$ cat src/rtl/avr_cpu_mul_seq_if.sv
// Operand/result bundle between the AVR decode stage and the multiply sequencer.
// The master drives the request and operands; the slave (the sequencer) returns the product.
interface avr_cpu_mul_seq_if;
    logic       start;
    logic [1:0] op;
    logic       frac;
    logic [7:0] d_in;
    logic [7:0] r_in;
    logic [7:0] status_in;
    logic       busy;
    logic       done;
    logic [15:0] result;
    logic [7:0] status_out;

    modport master (
        output start, op, frac, d_in, r_in, status_in,
        input  busy, done, result, status_out
    );

    modport slave (
        input  start, op, frac, d_in, r_in, status_in,
        output busy, done, result, status_out
    );
endinterface

$ cat src/rtl/avr_cpu_mul_seq.sv
// Iterative 8x8 shift-add multiplier for MUL/MULS/MULSU (and FMUL* when AVR_MUL_FRAC_EN is
// defined). Eight RUN cycles, one DONE pulse, registered product and C/Z-updated SREG.
module avr_cpu_mul_seq (
    input logic              clk,
    input logic              reset,
    avr_cpu_mul_seq_if.slave bus
);

    typedef enum logic [1:0] {StIdle, StRun, StDone} state_e;

    state_e      state_q, state_d;
    logic [2:0]  cnt_q, cnt_d;
    logic [15:0] d_q, d_d;
    logic [7:0]  m_q, m_d;
    logic [15:0] acc_q, acc_d;
    logic [1:0]  op_q, op_d;
    logic [5:0]  sreg_hi_q, sreg_hi_d;
    logic [15:0] result_q, result_d;
    logic [7:0]  status_q, status_d;
`ifdef AVR_MUL_FRAC_EN
    logic        frac_q, frac_d;
`endif

    logic [15:0] addend;
    logic [15:0] prod;
    logic [15:0] res_v;

    always_comb begin
        state_d   = state_q;
        cnt_d     = cnt_q;
        d_d       = d_q;
        m_d       = m_q;
        acc_d     = acc_q;
        op_d      = op_q;
        sreg_hi_d = sreg_hi_q;
        result_d  = result_q;
        status_d  = status_q;
`ifdef AVR_MUL_FRAC_EN
        frac_d    = frac_q;
`endif
        addend    = 16'h0000;
        prod      = 16'h0000;
        res_v     = 16'h0000;

        unique case (state_q)
            StIdle, StDone: begin
                if (bus.start) begin
                    state_d   = StRun;
                    cnt_d     = 3'd0;
                    acc_d     = 16'h0000;
                    m_d       = bus.r_in;
                    op_d      = bus.op;
                    sreg_hi_d = bus.status_in[7:2];
`ifdef AVR_MUL_FRAC_EN
                    frac_d    = bus.frac;
`endif
                    if (bus.op == 2'b01 || bus.op == 2'b10) begin
                        d_d = {{8{bus.d_in[7]}}, bus.d_in};
                    end else begin
                        d_d = {8'h00, bus.d_in};
                    end
                end else begin
                    state_d = StIdle;
                end
            end
            StRun: begin
                addend = m_q[0] ? d_q : 16'h0000;
                // Under MULS the multiplier's sign bit carries weight -2^7.
                if (cnt_q == 3'd7 && op_q == 2'b01) begin
                    prod = acc_q - addend;
                end else begin
                    prod = acc_q + addend;
                end
                acc_d = prod;
                d_d   = {d_q[14:0], 1'b0};
                m_d   = {1'b0, m_q[7:1]};
                cnt_d = cnt_q + 3'd1;
                if (cnt_q == 3'd7) begin
                    state_d = StDone;
`ifdef AVR_MUL_FRAC_EN
                    res_v = frac_q ? {prod[14:0], 1'b0} : prod;
`else
                    res_v = prod;
`endif
                    result_d = res_v;
                    status_d = {sreg_hi_q, (res_v == 16'h0000), prod[15]};
                end
            end
            default: state_d = StIdle;
        endcase
    end

    always_ff @(posedge clk or posedge reset) begin
        if (reset) begin
            state_q   <= StIdle;
            cnt_q     <= 3'd0;
            d_q       <= 16'h0000;
            m_q       <= 8'h00;
            acc_q     <= 16'h0000;
            op_q      <= 2'b00;
            sreg_hi_q <= 6'h00;
            result_q  <= 16'h0000;
            status_q  <= 8'h00;
`ifdef AVR_MUL_FRAC_EN
            frac_q    <= 1'b0;
`endif
        end else begin
            state_q   <= state_d;
            cnt_q     <= cnt_d;
            d_q       <= d_d;
            m_q       <= m_d;
            acc_q     <= acc_d;
            op_q      <= op_d;
            sreg_hi_q <= sreg_hi_d;
            result_q  <= result_d;
            status_q  <= status_d;
`ifdef AVR_MUL_FRAC_EN
            frac_q    <= frac_d;
`endif
        end
    end

    assign bus.busy       = (state_q == StRun);
    assign bus.done       = (state_q == StDone);
    assign bus.result     = result_q;
    assign bus.status_out = status_q;

endmodule
$ cat src/flat_wrapper.sv
// flat-port wrapper written by rule: the top's interface ports become plain ports
module avr_cpu_mul_seq_flat 
  (clk, reset, bus_start, bus_op, bus_frac, bus_d_in, bus_r_in, bus_status_in, bus_busy, bus_done, bus_result, bus_status_out);
  avr_cpu_mul_seq_if bus_i ();
  input logic clk;
  input logic reset;
  input wire logic [$bits(bus_i.start)-1:0] bus_start;
  input wire logic [$bits(bus_i.op)-1:0] bus_op;
  input wire logic [$bits(bus_i.frac)-1:0] bus_frac;
  input wire logic [$bits(bus_i.d_in)-1:0] bus_d_in;
  input wire logic [$bits(bus_i.r_in)-1:0] bus_r_in;
  input wire logic [$bits(bus_i.status_in)-1:0] bus_status_in;
  output wire logic [$bits(bus_i.busy)-1:0] bus_busy;
  output wire logic [$bits(bus_i.done)-1:0] bus_done;
  output wire logic [$bits(bus_i.result)-1:0] bus_result;
  output wire logic [$bits(bus_i.status_out)-1:0] bus_status_out;
  assign bus_i.start = bus_start;
  assign bus_i.op = bus_op;
  assign bus_i.frac = bus_frac;
  assign bus_i.d_in = bus_d_in;
  assign bus_i.r_in = bus_r_in;
  assign bus_i.status_in = bus_status_in;
  assign bus_busy = bus_i.busy;
  assign bus_done = bus_i.done;
  assign bus_result = bus_i.result;
  assign bus_status_out = bus_i.status_out;
  avr_cpu_mul_seq u_core (.clk(clk), .reset(reset), .bus(bus_i));
endmodule
$ cat config.mk
export PLATFORM = sky130hd
export DESIGN_NAME = avr_cpu_mul_seq_flat
export DESIGN_NICKNAME = d
export VERILOG_FILES = /design/src/rtl/avr_cpu_mul_seq_if.sv /design/src/rtl/avr_cpu_mul_seq.sv /design/src/flat_wrapper.sv
export SDC_FILE = /design/constraint.sdc
export NUM_CORES = 1
export LEC_CHECK = 0
export ABC_CLOCK_PERIOD_IN_PS = 8200
export CORE_ASPECT_RATIO = 1.5
export CORE_MARGIN = 2
export CORE_UTILIZATION = 45
export DETAILED_ROUTE_END_ITERATION = 6
export HOLD_SLACK_MARGIN = 0.05
export PLACE_DENSITY = 0.67
export RECOVER_POWER = 50
export SLEW_MARGIN = 20
export SYNTH_ARGS = -nofsm -noshare
export SYNTH_HDL_FRONTEND = slang
export SYNTH_SLANG_ARGS = --single-unit
$ cat constraint.sdc
create_clock -name clk -period 8.2 [get_ports clk]
set_input_delay 0.82 -clock clk [delete_from_list [all_inputs] [get_ports clk]]
set_output_delay 0.82 -clock clk [all_outputs]
set_load 0.01 [all_outputs]
==> results of run 1 <==
==> per-stage QoR <==
| step | cells | utilization [%] | setup slack [ns] | cell area (sq um) |
|---|---|---|---|---|
| floorplan | 445 | - | 4.383 | 4210 |
| global placement | 591 | 52.36 | 3.641 | 4817 |
| detailed placement | 591 | 52.36 | 3.468 | 4817 |
| CTS | 607 | 55.83 | 3.450 | 5136 |
| global route | 607 | 55.79 | 2.500 | 5132 |
| finish | 607 | 55.79 | 3.412 | 5132 |
==> worst max-delay path by stage <==
stage,start,to,slack (ns),cells after the start
finish,reset,u_core.d_q[15]$_DFFE_PP0P_,3.41,3
global route,reset,u_core.bus.result[12]$_DFFE_PP0P_,2.50,3
CTS,u_core.cnt_q[0]$_DFFE_PP0P_,u_core.bus.status_out[1]$_DFFE_PP0P_,3.45,15
detailed placement,u_core.cnt_q[0]$_DFFE_PP0P_,u_core.bus.status_out[1]$_DFFE_PP0P_,3.47,15
global placement,u_core.cnt_q[0]$_DFFE_PP0P_,u_core.bus.status_out[1]$_DFFE_PP0P_,3.64,15
floorplan,u_core.m_q[0]$_DFFE_PP0P_,u_core.bus.result[13]$_DFFE_PP0P_,4.38,17
==> logic make-up (layout without fill, tap and decap cells) <==
family / after synthesis / after routing
AO/OA/AOI/OAI: 123 / 123
XOR/XNOR: 16 / 16
adder cells (fa/ha/maj): 19 / 19
buffers and inverters: 42 / 92
flip-flops: 76 / 76
multiplexers: 13 / 13
AND/OR/NAND/NOR: 156 / 156
==> layer usage <==
metal / vias to the layer above / GRT usage (%)
li1: 1697 / -
met1: 1704 / 23.94
met2: 94 / 36.64
met3: 18 / 3.900
met4: 0 / 9.836
met5: - / 0
==> cell type report <==
type / count / area, sq um / area share, %
clock inverters: 4 / 72.57 / 1.414
inverters: 19 / 71.32 / 1.390
repair buffers: 57 / 550.5 / 10.73
multi-input cells: 327 / 2150 / 41.88
well taps: 112 / 140.1 / 2.730
clock buffers: 12 / 246.5 / 4.803
flip-flops and latches: 76 / 1902 / 37.06
==> registers in the layout, summed over array words and instances, names as in the netlist <==
register / cells
u_core.acc_q: 16
u_core.bus.result: 15
u_core.bus.status_out: 8
u_core.cnt_q: 3
u_core.d_q: 16
u_core.m_q: 8
u_core.op_q: 2
u_core.sreg_hi_q: 6
u_core.state_q: 2
==> cells in the final DEF, fill, tap and decap left out, drive strengths merged, types with 4 or more instances in the layout <==
cell           count
a21oi             21
a221o              7
a22o              12
clkbuf            14
clkdlybuf4s50     50
dfrtp             76
ha                18
inv               17
mux2              13
nand2             62
nand3             11
nor2              45
nor2b              4
nor3               8
nor4               4
o2111ai            5
o21a               4
o21ai             26
o22ai             15
o311ai             4
o31ai              4
xnor2              6
xor2              10
==> worst reg2reg max path, delay by kind of cell (launching register included) <==
kind,cells,cell delay (ns)
adders and majority gates,3,0.83
and+or+nand+nor,7,1.71
AOI/OAI and AO/OA,5,1.46
DFF,1,0.39
==> out/metrics.yaml, run 1 <==
place:
  io_buffers: 52
  gp_congestion: 0.7973
  dp_hpwl_microns: 6916
logic_synthesis:
  synth_common_cells: "76 x dfrtp_1, 62 x nand2_1, 45 x nor2_1"
  synth_most_common_cell: "dfrtp_1"
  synth_area_leaders: "dfrtp_1 45%, nand2_1 5.5%, ha_1 5.3%"
  async_reset_ff_share_pct: 100.0
  synth_edf_count: 0
  yosys_warnings: 0
  synth_area_sq_um: 4210
  synth_top_cell_by_area: "dfrtp_1"
  ys_seq_area_share_pct: 45.17
  ys_seq_elements: 76
  yosys.area.top_type_share_pct: 45.17
  yosys.area_share.simple_pct: 16.97
  synth-xor-area-share_pct: 3.328
  yosys.cell_types.count: 64
  ys.flop_type: "dfrtp_1"
  synth.avg_cell_area_sq_um: 9.461
  netlist_instances: 445
  synthAdderAreaFrac_pct: 5.825
  synth.area.mux_share_pct: 3.477
  syn_nets: 494
  synth_compound_area_share_pct: 21.37
  synth_top_family_by_area: "compound AO/OA/AOI/OAI gates"
clock_tree:
  postCtsSetupBuffers: 0
  cts_tree: "yes"
  clock_latency_ns: 0.34
  clkSlewWorstSetupHoldPaths_ns: 0.06
  clockBufferDepth: 2
  clockRootBuffer: "clkbuf_16"
  cts_buffers: 9
  htreeDepth: 3
  ctsHoldBuffers: 0
  cts_resized: 0
  clock_sinks: 76
min_path:
  worstHoldPathCells: 2
  worstHoldStart: "u_core.sreg_hi_q[3]$_DFFE_PP0P_"
  hold_path.class: "reg -> reg"
  hold_path_end: "u_core.sreg_hi_q[3]$_DFFE_PP0P_"
critical_path:
  rrSetupSlack_ns: 3.73
  path_class: "in -> async"
  crit_slowest_cell: "clkbuf_1"
  crit_path_start_kind: "input port"
  end_kind: "asynchronous set/reset pin"
  cpPeakStageDelay_ns: 2.83
  worstReg2RegEnd: "u_core.bus.status_out[1]$_DFFE_PP0P_"
  required_ns: 7.70
  crit_buf_inv: 3
  worstPathMaxFanout: 76
  crit_family: "buffers and inverters"
  reg2reg_depth: 15
  worstPathCellList: "dlygate4sd3_1 > clkinv_1 > clkbuf_1"
  r2r_start: "u_core.cnt_q[0]$_DFFE_PP0P_"
  arrival_ns: 4.29
routing:
  dr.pass1.iters: 4
  wl_met1_microns: 4065
  dr_wl_met3_microns: 418
  top_layer_used: "met4"
  met2WireLength_microns: 5167
  vias: 3513
  routed_wl_microns: 9927
  detail-route-antenna-nets: 0
  avgViaCountPerCell: 5.787
  drtIter0Drc: 144
  wl_per_cell_microns: 16.35
  drc_errors: 0
finish:
  diodes: 0
  area_growth_syn_to_layout_pct: 21.90
  nNetsFinal: 539
  drive_above_1_share_pct: 8.485
  nFillCells: 814
grt:
  antenna_found_initial: 0
  grt_start_max_net_pins: 77
  grt_pass1_vias: 3568
  overflow: 0
  grt_pass1_wl_microns: 16800
  grt_use_total_pct: 20.61
timing:
  max_freq_mhz: 208.8
  finClkSkew_ns: 0.005030
  fin_tns_setup_ns: 0
  slew_headroom_pct: -170.1
  rsz0062_at_grt: "no"
  finalHoldViolCount: 0
  slew_violations: 77
  finalCritPeriodShare_pct: 58.39
  setup_viol: 0
  worstMarginPinSlew_ns: 4.051
  period_minus_slack_ns: 4.788
  whs_ns: 0.4720
job:
  drv_cap: 1
floorplan:
  dieWidth_microns: 82.98
  die_area_sq_um: 10160
  rows: 43
  core-area_sq_um: 9200
  io_pins: 56
  die_h_microns: 122.5
  initial_core_util_pct: 45.76
status:
  violations: "capacitance limit, slew limit"
  outcome: "finished, violations left"
Power of run 1 is left out: the tool's default activity adds up to more than one toggle a clock period on the data nets, which glitch-free logic cannot reach.
==> inputs of run 2 (changes only) <==
Settings changed: ABC_CLOCK_PERIOD_IN_PS 8200 to 4100, PLACE_DENSITY 0.67 to 0.7.
Clock period 8.2 ns to 4.1 ns, I/O delays scaled along.
==> run 2 against run 1 <==
The run still ends with capacitance limit, slew limit left. Sequential share of layout area fell by 0.49 points. First-iteration DRC count fell by 4.2%. Utilization rose by 0.75 points. Worst setup slack got worse by 3.1 ns.
==> out/metrics.yaml, run 2 (synthesized netlist as in run 1, its figures left out) <==
critical_path:
  worstReg2RegEnd: "u_core.bus.result[13]$_DFFE_PP0P_"
  cpPeakStageDelay_ns: 0.39  # -2.44 ns
  rrSetupSlack_ns: 0.32  # -3.41 ns
  path_class: "reg -> reg"
  reg2reg_depth: 15  # unchanged
  arrival_ns: 4.01  # -0.28 ns
  r2r_start: "u_core.cnt_q[0]$_DFFE_PP0P_"
  worstPathCellList: "ha_1 > ha_1 > and3b_1 > nor2_1 > or2_1 > o211ai_1 > ha_1 > a21oi_1 > nand2_1 > or2_1 > a221o_1 > a41o_1 > nand3_1 > o311ai_2 > mux2_2"
  worstPathMaxFanout: 6  # -92%
  crit_slowest_cell: "dfrtp_1"
  required_ns: 4.33  # -3.37 ns
  crit_path_start_kind: "flop"
  end_kind: "flop"
  cp_common_cell: "ha_1"
finish:
  nNetsFinal: 548  # +1.7%
  final_cell_mix: "76 x dfrtp_1, 62 x nand2_1, 50 x clkdlybuf4s50_1"
  area_growth_syn_to_layout_pct: 23.54
  finish.utilization_pct: 56.53  # +0.75 points
  drive_above_1_share_pct: 10.32  # +1.8 points
  diodes: 0  # unchanged
  final_common_cell: "dfrtp_1"
  nFillCells: 827  # +1.6%
timing:
  rsz0062_at_grt: "no"
  slew_headroom_pct: -47.67  # +120 points
  period_minus_slack_ns: 3.784
  finalHoldViolCount: 0  # unchanged
  fin_tns_setup_ns: 0  # unchanged
  setup_viol: 0  # unchanged
  finClkSkew_ns: 0.003171  # -0.001859 ns
  slew_violations: 52  # -32%
  worstMarginPinSlew_ns: 2.203  # -1.848 ns
  max_freq_mhz: 264.3
  finalCritPeriodShare_pct: 92.29
clock_tree:
  clock_latency_ns: 0.34  # about the same
  htreeDepth: 3  # unchanged
  clock_sinks: 76  # unchanged
  clockRootBuffer: "clkbuf_16"
  clkSlewWorstSetupHoldPaths_ns: 0.06  # about the same
  cts_buffers: 9  # unchanged
  cts_tree: "yes"
  clockBufferDepth: 2  # unchanged
  postCtsSetupBuffers: 0  # unchanged
routing:
  drtIter0Drc: 138  # -4.2%
  dr.pass1.iters: 4  # unchanged
  wl_per_cell_microns: 16.04  # -1.9%
  vias: 3549  # +1.0%
  avgViaCountPerCell: 5.761  # -0.45%
  drc_errors: 0  # unchanged
  routed_wl_microns: 9880  # -0.47%
  detail-route-antenna-nets: 0  # unchanged
grt:
  overflow: 0  # unchanged
  grt_pass1_vias: 3642  # +2.1%
  met1_usage_pct: 23.03  # -0.92 points
  top_usage_layer: "met2"
  grt_start_max_net_pins: 52  # -32%
  antenna_found_initial: 0  # unchanged
  met3_usage_pct: 4.371  # +0.47 points
  grt_use_total_pct: 20.88  # +0.27 points
  grtUsageMet2_pct: 37.85  # +1.2 points
  grt_pass1_wl_microns: 16950  # +0.86%
floorplan:
  die_area_sq_um: 10160  # unchanged
  dieWidth_microns: 82.98  # unchanged
  core-area_sq_um: 9200  # unchanged
  rows: 43  # unchanged
  die_h_microns: 122.5  # unchanged
  initial_core_util_pct: 45.76  # unchanged
  io_pins: 56  # unchanged
place:
  io_buffers: 52  # unchanged
  dp_hpwl_microns: 7119  # +2.9%
  gp_congestion: 0.8051  # +0.98%
min_path:
  worstHoldPathCells: 2  # unchanged
  worstHoldStart: "u_core.bus.result[10]$_DFFE_PP0P_"
  hold_path.class: "reg -> reg"
  hold_path_end: "u_core.bus.result[10]$_DFFE_PP0P_"
job:
  drv_cap: 1  # unchanged
status:
  outcome: "finished, violations left"
  violations: "capacitance limit, slew limit"
## run 2: cell types whose count changed in the layout (fill, tap and decap cells not counted)
cell and change:
buf_4 +8, clkinvlp_4 +2, a2111oi_0 +1, a2111oi_1 -1, clkbuf_1 -1, clkinv_1 -1, clkinvlp_2 +1, nor2_1 +1
nor2_2 -1, or2_0 -1, or2_1 +1
## run 2: worst max-delay path: cells and delay by family, from the launching register on
kind	cells	cell delay, ns
AOI/OAI and AO/OA	5	1.08
adders and majority gates	3	0.79
DFF	1	0.39
muxes	1	0.28
and+or+nand+nor	6	1.10
## run 2: how the worst max path moves through the flow
stage | to | slack [ns] | startpoint | cells after the start
2_1_floorplan | u_core.bus.result[13]$_DFFE_PP0P_ | 0.28 | u_core.m_q[0]$_DFFE_PP0P_ | 17
3_3_place_gp | u_core.bus.result[13]$_DFFE_PP0P_ | 0.38 | u_core.cnt_q[0]$_DFFE_PP0P_ | 15
3_5_place_dp | u_core.bus.result[13]$_DFFE_PP0P_ | 0.31 | u_core.cnt_q[0]$_DFFE_PP0P_ | 15
4_1_cts | u_core.bus.result[13]$_DFFE_PP0P_ | 0.27 | u_core.cnt_q[0]$_DFFE_PP0P_ | 15
5_1_grt | u_core.bus.result[13]$_DFFE_PP0P_ | 0.04 | u_core.cnt_q[0]$_DFFE_PP0P_ | 15
6_report | u_core.bus.result[13]$_DFFE_PP0P_ | 0.32 | u_core.cnt_q[0]$_DFFE_PP0P_ | 15
## run 2: final cells by class
class	instances	area, sq um	share of cell area (%)
multi-input cells	327	2146	41.26
repair buffers	66	614.3	11.81
clock buffers	10	239.0	4.595
inverters	19	72.57	1.395
well taps	112	140.1	2.694
clock inverters	6	87.58	1.684
flip-flops and latches	76	1902	36.56
## run 2: per-layer routing
metal / share of wire, % / up-vias
li1: - / 1725
met1: 39 / 1716
met3: 4.7 / 17
met2: 54 / 91
met5: 0 / -
met4: 2.4 / 0
## run 2: what timing repair did
item                                    4_1_cts  5_1_grt
endpoints found under the setup margin        0        1
resized for setup                             0        1
hold buffers                                  0        0
## run 2: through the flow
step / area (sq um) / hold slack [ns] / setup WS [ns] / instances
floorplan: 4210 / 0.4417 / 0.2834 / 445
global placement: 4885 / 0.4532 / 0.3788 / 600
detailed placement: 4885 / 0.4663 / 0.3101 / 600
CTS: 5211 / 0.4810 / 0.2661 / 616
global route: 5201 / 0.5134 / 0.04042 / 616
finish: 5201 / 0.4726 / 0.3162 / 616
Power of run 2 is left out for the same reason.
